==> src/rtl/uart_pkg.sv <==
// Shared UART definitions: frame width and the receiver/transmitter
// state encoding, common to uart_rx and uart_tx.
package uart_pkg;

    localparam int FRAME_BITS = 8;
    localparam int BIT_IDX_W  = $clog2(FRAME_BITS);

    typedef logic [FRAME_BITS-1:0] frame_t;
    typedef logic [BIT_IDX_W-1:0]  bit_idx_t;

    typedef enum logic [1:0] {
        IDLE  = 2'd0,
        START = 2'd1,
        DATA  = 2'd2,
        STOP  = 2'd3
    } uart_state_t;

    localparam bit_idx_t LAST_BIT = bit_idx_t'(FRAME_BITS - 1);

endpackage

==> src/rtl/sync_2ff.sv <==
// Two-flop synchronizer for a single asynchronous input bit.
// Both stages reset to RESET_VAL so the output is defined out of reset.
module sync_2ff #(
    parameter logic RESET_VAL = 1'b1
) (
    input  logic clk,
    input  logic rst,
    input  logic d,
    output logic q
);

    logic meta;

    // Two-stage capture of the asynchronous input
    always_ff @(posedge clk or negedge rst) begin
        if (!rst) begin
            meta <= RESET_VAL;
            q    <= RESET_VAL;
        end else begin
            meta <= d;
            q    <= meta;
        end
    end

endmodule

==> src/rtl/uart_rx.sv <==
// UART receiver: 1 start, 8 data (LSB first), no parity, 1 stop.
// Mid-bit sampling of the synchronized line, level rx_valid with overrun.
module uart_rx
    import uart_pkg::*;
#(
    parameter int CLKS_PER_BIT = 868
) (
    input  logic   clk,
    input  logic   rst,
    input  logic   rx,
    input  logic   rd,
    output frame_t rx_data,
    output logic   rx_valid,
    output logic   frame_err,
    output logic   overrun
);

    localparam int CNT_W = $clog2(CLKS_PER_BIT);
    localparam logic [CNT_W-1:0] HALF_CNT = CNT_W'(CLKS_PER_BIT / 2 - 1);
    localparam logic [CNT_W-1:0] FULL_CNT = CNT_W'(CLKS_PER_BIT - 1);

    uart_state_t      state;
    logic [CNT_W-1:0] baud_cnt;
    bit_idx_t         bit_cnt;
    frame_t           shreg;
    logic             rx_s;
    logic             rx_q;
    logic             fall;
    logic             ack;

    sync_2ff #(
        .RESET_VAL(1'b1)
    ) u_sync (
        .clk(clk),
        .rst(rst),
        .d  (rx),
        .q  (rx_s)
    );

    // A start edge is a 1->0 transition of the synchronized line
    assign fall = rx_q & ~rx_s;

    // A read only counts while a byte is actually pending
    assign ack = rd & rx_valid;

    // Receive FSM with baud/bit counters, shift register and output flags
    always_ff @(posedge clk or negedge rst) begin
        if (!rst) begin
            state     <= IDLE;
            baud_cnt  <= '0;
            bit_cnt   <= '0;
            shreg     <= '0;
            rx_q      <= 1'b1;
            rx_data   <= '0;
            rx_valid  <= 1'b0;
            frame_err <= 1'b0;
            overrun   <= 1'b0;
        end else begin
            rx_q      <= rx_s;
            frame_err <= 1'b0;

            if (ack) begin
                rx_valid <= 1'b0;
                overrun  <= 1'b0;
            end

            unique case (state)
                IDLE: begin
                    baud_cnt <= '0;
                    bit_cnt  <= '0;
                    if (fall) begin
                        state <= START;
                    end
                end

                START: begin
                    if (baud_cnt == HALF_CNT) begin
                        baud_cnt <= '0;
                        // High at mid-start means a glitch, not a frame
                        state    <= rx_s ? IDLE : DATA;
                    end else begin
                        baud_cnt <= baud_cnt + 1'b1;
                    end
                end

                DATA: begin
                    if (baud_cnt == FULL_CNT) begin
                        baud_cnt <= '0;
                        shreg    <= {rx_s, shreg[FRAME_BITS-1:1]};
                        bit_cnt  <= bit_cnt + 1'b1;
                        if (bit_cnt == LAST_BIT) begin
                            state <= STOP;
                        end
                    end else begin
                        baud_cnt <= baud_cnt + 1'b1;
                    end
                end

                STOP: begin
                    if (baud_cnt == FULL_CNT) begin
                        baud_cnt <= '0;
                        state    <= IDLE;
                        if (rx_s) begin
                            rx_data  <= shreg;
                            rx_valid <= 1'b1;
                            // A same-cycle read consumes the old byte
                            if (rx_valid && !rd) begin
                                overrun <= 1'b1;
                            end
                        end else begin
                            frame_err <= 1'b1;
                        end
                    end else begin
                        baud_cnt <= baud_cnt + 1'b1;
                    end
                end

                default: begin
                    state <= IDLE;
                end
            endcase
        end
    end

endmodule

==> config.mk <==
export PLATFORM = sky130hd
export DESIGN_NAME = uart_rx
export DESIGN_NICKNAME = d
export VERILOG_FILES = /design/src/rtl/uart_pkg.sv /design/src/rtl/sync_2ff.sv /design/src/rtl/uart_rx.sv
export SDC_FILE = /design/constraint.sdc
export NUM_CORES = 1
export LEC_CHECK = 0
export CORE_MARGIN = 2
export CORE_UTILIZATION = 50
export CTS_BUF_LIST = sky130_fd_sc_hd__clkbuf_4
export DETAILED_ROUTE_END_ITERATION = 8
export PLACE_DENSITY = 0.71
export SLEW_MARGIN = 5
export SYNTH_ARGS = -nofsm -noshare
export SYNTH_HDL_FRONTEND = slang
export SYNTH_HIERARCHICAL = 1
export SYNTH_SLANG_ARGS = --single-unit
==> constraint.sdc <==
create_clock -name clk -period 2.1 [get_ports clk]
set_input_delay 0.21 -clock clk [delete_from_list [all_inputs] [get_ports clk]]
set_output_delay 0.21 -clock clk [all_outputs]
set_load 0.02 [all_outputs]
==> key figures, run 1 <==
Run status
  • Status: finished, final reports clean

Drt
  • Drt drc: 0
  • Initial DRC count: 51
  • Vias per Instance: between 5 and 6
  • Vias: between 1000 and 1500
  • Antenna-violating nets left: 0
  • Final WL: between 2000 and 3000 um
  • Drt first pass iters: 4
  • Routed wire per std cell: 13.77 um

Cells and area
  • Most frequent cells in the layout: dfrtp_1 (34), nor2_1 (17), mux2_2 (16), clkdlybuf4s50_1 (14), nand2_1 (7)
  • Area occupied by multi-input gates: a little under 700 um2
  • Layout area overhead: 15.44%
  • Register Area: ~930 um2
  • Diodes inserted: 0
  • Leading cell type in the layout, fill and taps excluded: dfrtp_1
  • Fill cells: about 260
  • Layout cells sized above 1: between 20% and 30%
  • Nets@finish: around 160

Synth
  • Synth Net Count: approximately 140
  • Mapped Cells: approximately 130
  • Total number of yosys warnings: 6
  • Seq cells post-synth: 37
  • Synth Cell Area: about 1600 um2
  • Synth async-reset ratio: 100.0%
  • Primary FF master, synth: dfrtp_1
  • Register area share after synthesis: a little under three fifths
  • Syn_area_per_cell: 12.49 um2
  • Post-synth EDFFs: 0
  • Distinct cells, synth: 33

Floorplan
  • Site Rows: 20
  • Die height: roughly 61 um
  • Initial Util: between 50% and 60%
  • Die ar.: 3747 um2
  • Num ports: 15
  • Die width: approximately 60 um
  • Core area: 3078 um2

CTS
  • Clock-pin slew on the worst setup and hold paths: between 100 and 150 ps
  • CTS Buf Count: 5
  • Clock buffer depth: 2
  • # resized after CTS: 0
  • H-tree depth: 2
  • Post-CTS Setup Bufs: 0
  • Clock Sinks: 37
  • Worst-Skew Late Latency: about 350 ps
  • Hold buffer count at cts: 0
  • Clock Tree Root: clkbuf_4
  • CTS tree: built

Power
  • VDD IR-drop max: just over 0.5 mV
  • PD cells: 761.8 nW/um2
  • Static Leak: about 0.90 nW

Placed design
  • Final GP Congestion: ~0.77
  • Number of I/O port buffers: 14
  • Dpl ws: 271.4 ps
  • Hpwl dp: about 1900 um

Worst setup path
  • Critical Path Source Type: register
  • Crit Path Class: reg -> reg
  • Worst Path Arrival: 2070 ps
  • CP required: 2330 ps
  • Crit end category: register
  • Worst-path maximum fanout: 10

STA
  • Period utilization: between 80% and 90%
  • Worst setup margin: between 200 and 300 ps
  • Min Tclk post-route: about 1800 ps
  • Setup-failing EPs final: 0
  • Rel. slew slack: approximately 68%
  • Max Freq: 542.4 MHz
  • Unrepaired setup endpoints after global routing: no
  • Hold Fails Final Rpt: 0
  • Sum Neg Setup Slack: 0 ps
  • Setup Skew: roughly 5.3 ps
  • Pins Over Slew Limit: 0
  • Worst-margin pin slew: roughly 480 ps

Global route
  • First-pass GRT wire length: 4781 um
  • Global Route Usage Sum: between 10% and 20%
  • Antenna violations before repair: 0
  • Number of global-route vias before repair: about 1100
  • Overflow left after global routing: 0
  • Largest net degree at the start of global routing: 38

Run
  • Max-Cap Viols: 0

Hold path
  • Hold Path Class: in -> async
==> worst max-delay path, stage by stage (launching register included) <==
cell,delay (ps)
dfrtp_1,430
inv_1,70
ha_1,120
nor4bb_1,350
nand4_1,190
a22oi_2,450
nor2_1,110
==> worst paths after layout <==
kind / start / endpoint / slack (ps) / cells after the start
worst max-delay path: baud_cnt[1] / baud_cnt[5] / 260 / 6
worst min-delay path: rst / rx_data[0] / 250 / 2
worst max register to register: baud_cnt[1] / baud_cnt[5] / 260 / 6
worst min register to register: u_sync/meta / u_sync/q / 370 / 0
max in group asynchronous: rst / u_sync/meta / 1510 / 2
min in group clk: rx / u_sync/meta / 250 / 1
==> power breakdown <==
group / switching, W / leakage (nW) / internal, W
logic: 0.0000879 / 0.378 / 0.0000857
registers: 0.000103 / 0.488 / 0.000781
clock network: 0.000250 / 0.0316 / 0.000132
==> cell families after synthesis <==
| group | Yosys count | share of synthesized area [%] |
|---|---|---|
| compound gates | 12 | 5.658 |
| xor+xnor | 8 | 4.282 |
| fa+ha+maj | 4 | 3.058 |
| buf+inv | 7 | 1.682 |
| flops | 37 | 56.80 |
| mux | 16 | 11.01 |
| simple gates | 47 | 17.51 |
==> state kept, by name, indices dropped and copies added, names as in the netlist, named ones only <==
name and count:
rx_data 8, baud_cnt 10, rx_q 1, state 1, u_sync/meta 1, bit_cnt 3
frame_err 1, rx_valid 1, shreg 8, u_sync/q 1
==> Yosys cell counts (2+ instances only) <==
library cell | n | area, um2
ha_1 | 4 | 50.05
a21oi_1 | 3 | 15.01
and3_1 | 4 | 25.02
dfstp_2 | 3 | 78.83
mux2_2 | 16 | 180.2
xnor2_1 | 3 | 26.28
nand2_1 | 7 | 26.28
nor2_1 | 17 | 63.81
dfrtp_1 | 34 | 850.8
xor2_1 | 5 | 43.79
inv_1 | 5 | 18.77
nand3_1 | 3 | 15.01
a311o_1 | 2 | 20.02
nor3_1 | 3 | 15.01
and2_1 | 3 | 18.77
nand4_1 | 2 | 12.51
==> area by class of cell <==
class | instances | area share [%]
inverters | 5 | 0.9934
clock buffers | 5 | 1.987
multi-input cells | 87 | 35.96
flip-flops and latches | 37 | 49.21
repair buffers | 15 | 7.815
well taps | 44 | 2.914
clock inverters | 3 | 1.126
==> per-layer routing <==
layer,GRT usage (%),share of wire (%),vias up
met1,22.65,46,522
met3,6.303,3.7,8
met5,0,0,-
li1,-,-,501
met4,10.87,2.5,0
met2,28.12,48,18
==> stage by stage <==
| stage | hold WS [ps] | total power, W | cell area (um2) | utilization [%] | std cells |
|---|---|---|---|---|---|
| 2_1_floorplan | -85.59 | 0.001002 | 1637 | - | 131 |
| 5_1_grt | 247.2 | 0.001529 | 1889 | 61.38 | 196 |
| 4_1_cts | 242.1 | 0.001455 | 1889 | 61.38 | 196 |
| 3_5_place_dp | 349.0 | 0.001072 | 1831 | 59.47 | 188 |
| 3_3_place_gp | 350.3 | 0.001054 | 1831 | 59.47 | 188 |
| 6_report | 252.3 | 0.001439 | 1889 | 61.38 | 196 |
No activity file was read; power rests on OpenSTA's default activity.
==> inputs of run 2 (changes only) <==
--- a/config.mk
+++ b/config.mk
@@ -9,6 +9,7 @@
 export CORE_UTILIZATION = 50
 export CTS_BUF_LIST = sky130_fd_sc_hd__clkbuf_4
 export DETAILED_ROUTE_END_ITERATION = 8
+export GPL_TIMING_DRIVEN = 0
 export PLACE_DENSITY = 0.71
 export SLEW_MARGIN = 5
 export SYNTH_ARGS = -nofsm -noshare
==> constraint.sdc (replaced) <==
create_clock -name clk -period 2.1 [get_ports clk]
set_input_delay 0.21 -clock clk [delete_from_list [all_inputs] [get_ports clk]]
set_output_delay 0.21 -clock clk [all_outputs]
set_load 0.01 [all_outputs]
==> run 2 against run 1 <==
Compared with the run above: clock power shrank 6.0%; power shrank 2.2%; non-clock buffer count grew 2; global-route usage shrank 0.67 points; maximum frequency shrank 2.1%; final area grew 0.13%; clock skew is essentially flat; register-to-register slack lost 40 ps; sequential cell count is the same; worst setup slack lost 40 ps.
==> key figures, run 2 (synthesis gave the netlist of run 1 again) <==
Run status
  • Status: finished, final reports clean

CTS
  • CTS tree: built
  • Post-CTS Setup Bufs: 0 (unchanged)
  • Clock Sinks: 37 (unchanged)
  • Clock buffer depth: 2 (unchanged)
  • Clock Tree Root: clkbuf_4
  • Worst-Skew Late Latency: 330 ps (-20 ps)
  • Clock-pin slew on the worst setup and hold paths: 110 ps (about the same)
  • CTS Buf Count: 5 (unchanged)
  • H-tree depth: 2 (unchanged)

Drt
  • Uppermost layer routed: met4
  • Detail Route met3 WL: 108 um (+8.0%)
  • Initial DRC count: 64 (+25%)
  • Vias: 1025 (-2.3%)
  • Antenna-violating nets left: 0 (unchanged)
  • Drt drc: 0 (unchanged)
  • Vias per Instance: 5.177 (-3.3%)
  • Routed wire per std cell: 13.40 um (-2.7%)
  • Routed wl met2: 1332 um (+2.5%)
  • M1 WL: 1188 um (-3.3%)
  • Drt first pass iters: 4 (unchanged)
  • Final WL: 2653 um (-1.7%)

Floorplan
  • Initial Util: 53.17% (unchanged)
  • Num ports: 15 (unchanged)
  • Core area: 3078 um2 (unchanged)
  • Die height: 61.21 um (unchanged)
  • Die ar.: 3747 um2 (unchanged)
  • Site Rows: 20 (unchanged)
  • Die width: 61.21 um (unchanged)

STA
  • Sum Neg Setup Slack: 0 ps (unchanged)
  • Min Tclk post-route: 1883 ps (+39.79 ps)
  • Unrepaired setup endpoints after global routing: no
  • Hold Fails Final Rpt: 0 (unchanged)
  • Worst-margin pin slew: 768.6 ps (+287.2 ps)
  • Rel. slew slack: 48.76% (-19 points)
  • Setup Skew: 5.548 ps (+0.2374 ps)
  • Pins Over Slew Limit: 0 (unchanged)
  • Max Freq: 531.0 MHz (-2.1%)
  • Period utilization: 89.68% (+1.9 points)
  • Setup-failing EPs final: 0 (unchanged)

Cells and area
  • Leading cell type in the layout, fill and taps excluded: dfrtp_1
  • Diodes inserted: 0 (unchanged)
  • Layout area overhead: 15.60%
  • Layout cells sized above 1: 22.73% (+0.36 points)
  • Final instance area: 1892 um2 (+0.13%)
  • Max FFs per register: 10 (unchanged)
  • Layout Cells excl Fill: 198 (+1.0%)
  • Top Registers: baud_cnt x10, rx_data x8, shreg x8
  • Most frequent cells in the layout: dfrtp_1 (34), nor2_1 (17), mux2_2 (16), clkdlybuf4s50_1 (13), nand2_1 (7)
  • Nets@finish: 161 (+1.3%)
  • Largest reg by FF count: baud_cnt

Power
  • VDD IR-drop max: 0.4916 mV (-5.0%)
  • Static Leak: 0.9040 nW (+0.74%)
  • PD cells: 743.8 nW/um2 (-2.4%)

Worst setup path
  • R2r endpoint: baud_cnt[7]
  • FF-to-FF Start: baud_cnt[1]
  • Reg2Reg Depth: 6 (unchanged)
  • Critical Path Source Type: register
  • Worst-path maximum fanout: 10 (unchanged)
  • Crit Path Class: reg -> reg
  • Worst Path Arrival: 2080 ps (about the same)
  • R2r setup slk: 220 ps (-40 ps)
  • Crit end category: register
  • CP required: 2300 ps (-30 ps)

Global route
  • Largest net degree at the start of global routing: 38 (unchanged)
  • First-pass GRT wire length: 4588 um (-4.0%)
  • Global Route Usage Sum: 17.73% (-0.67 points)
  • Overflow left after global routing: 0 (unchanged)
  • Antenna violations before repair: 0 (unchanged)
  • Number of global-route vias before repair: 1026 (-5.1%)

Hold path
  • Hold path cells: 1
  • Hold Path Sink: u_sync/meta
  • Hold Path Class: in -> reg
  • Worst Hold Launch: rx

Placed design
  • Placed inst area: 1827 um2 (-0.21%)
  • Cell count after placement: 189 (+0.53%)
  • Number of I/O port buffers: 14 (unchanged)
  • Hpwl dp: 1861 um (-1.3%)
  • Final GP Congestion: 0.8210 (+7.3%)

Run
  • Max-Cap Viols: 0 (unchanged)
## run 2: metal layers
| layer | up-vias | global-route usage, % |
|---|---|---|
| met5 | - | 0 |
| met4 | 0 | 7.453 |
| met3 | 2 | 8.193 |
| met2 | 19 | 27.51 |
| met1 | 502 | 21.41 |
| li1 | 502 | - |
## run 2: how the worst max path moves through the flow
stage,start,end,slack (ps)
4_1_cts,baud_cnt[1],baud_cnt[9],210
5_1_grt,baud_cnt[1],baud_cnt[7],50
6_report,baud_cnt[1],baud_cnt[7],220
3_5_place_dp,baud_cnt[1],baud_cnt[9],240
3_3_place_gp,rst,bit_cnt[2],70
2_1_floorplan,baud_cnt[0],shreg[0],450
## run 2: timing repair
action                                  in CTS  in global routing
hold buffers                                 1                  0
endpoints found under the setup margin       0                  0
endpoints found under the hold margin       34                  0
resized for setup                            0                  0
## run 2: cell type report
cell class	instances	area (um2)
timing repair buffer	15	145.1
multi-input combinational	87	679.4
buffer	2	8.758
clock inverter	2	10.01
fill	263	1186
inverter	5	18.77
tap	44	55.05
sequential	37	929.6
clock buffer	6	45.04
## run 2: where the power goes
group | internal, W | leakage (nW) | total (W) | switching, W
clock | 0.000141 | 0.0354 | 0.000359 | 0.000219
sequential | 0.000781 | 0.488 | 0.000881 | 0.000101
combinational | 0.0000837 | 0.381 | 0.000167 | 0.0000828
## run 2: metrics by stage
stage / hold slack [ps] / worst slack, ps / utilization, % / power (W)
floorplan: -85.59 / 447.0 / - / 0.001002
global placement: 348.6 / 73.48 / 59.51 / 0.001053
detailed placement: 330.7 / 242.9 / 59.35 / 0.001064
CTS: 264.4 / 207.0 / 61.46 / 0.001430
global route: 238.2 / 46.89 / 61.46 / 0.001505
finish: 283.1 / 216.7 / 61.46 / 0.001407
## run 2: worst max-delay path: stages (launching register included)
cell      delay [ps]
dfrtp_1          420
inv_1             70
ha_1             130
nor4bb_1         370
nand4_1          200
a22oi_2          460
nor2_1           120
==> inputs of run 3 (changes only) <==
--- a/config.mk
+++ b/config.mk
@@ -7,7 +7,7 @@
 export LEC_CHECK = 0
 export CORE_MARGIN = 2
 export CORE_UTILIZATION = 50
-export CTS_BUF_LIST = sky130_fd_sc_hd__clkbuf_4
+export CTS_BUF_LIST = sky130_fd_sc_hd__clkbuf_4 sky130_fd_sc_hd__clkbuf_8 sky130_fd_sc_hd__clkbuf_16
 export DETAILED_ROUTE_END_ITERATION = 8
 export GPL_TIMING_DRIVEN = 0
 export PLACE_DENSITY = 0.71
==> results of run 3 <==
The final DEF is identical to that of run 2; final timing and power are the same.
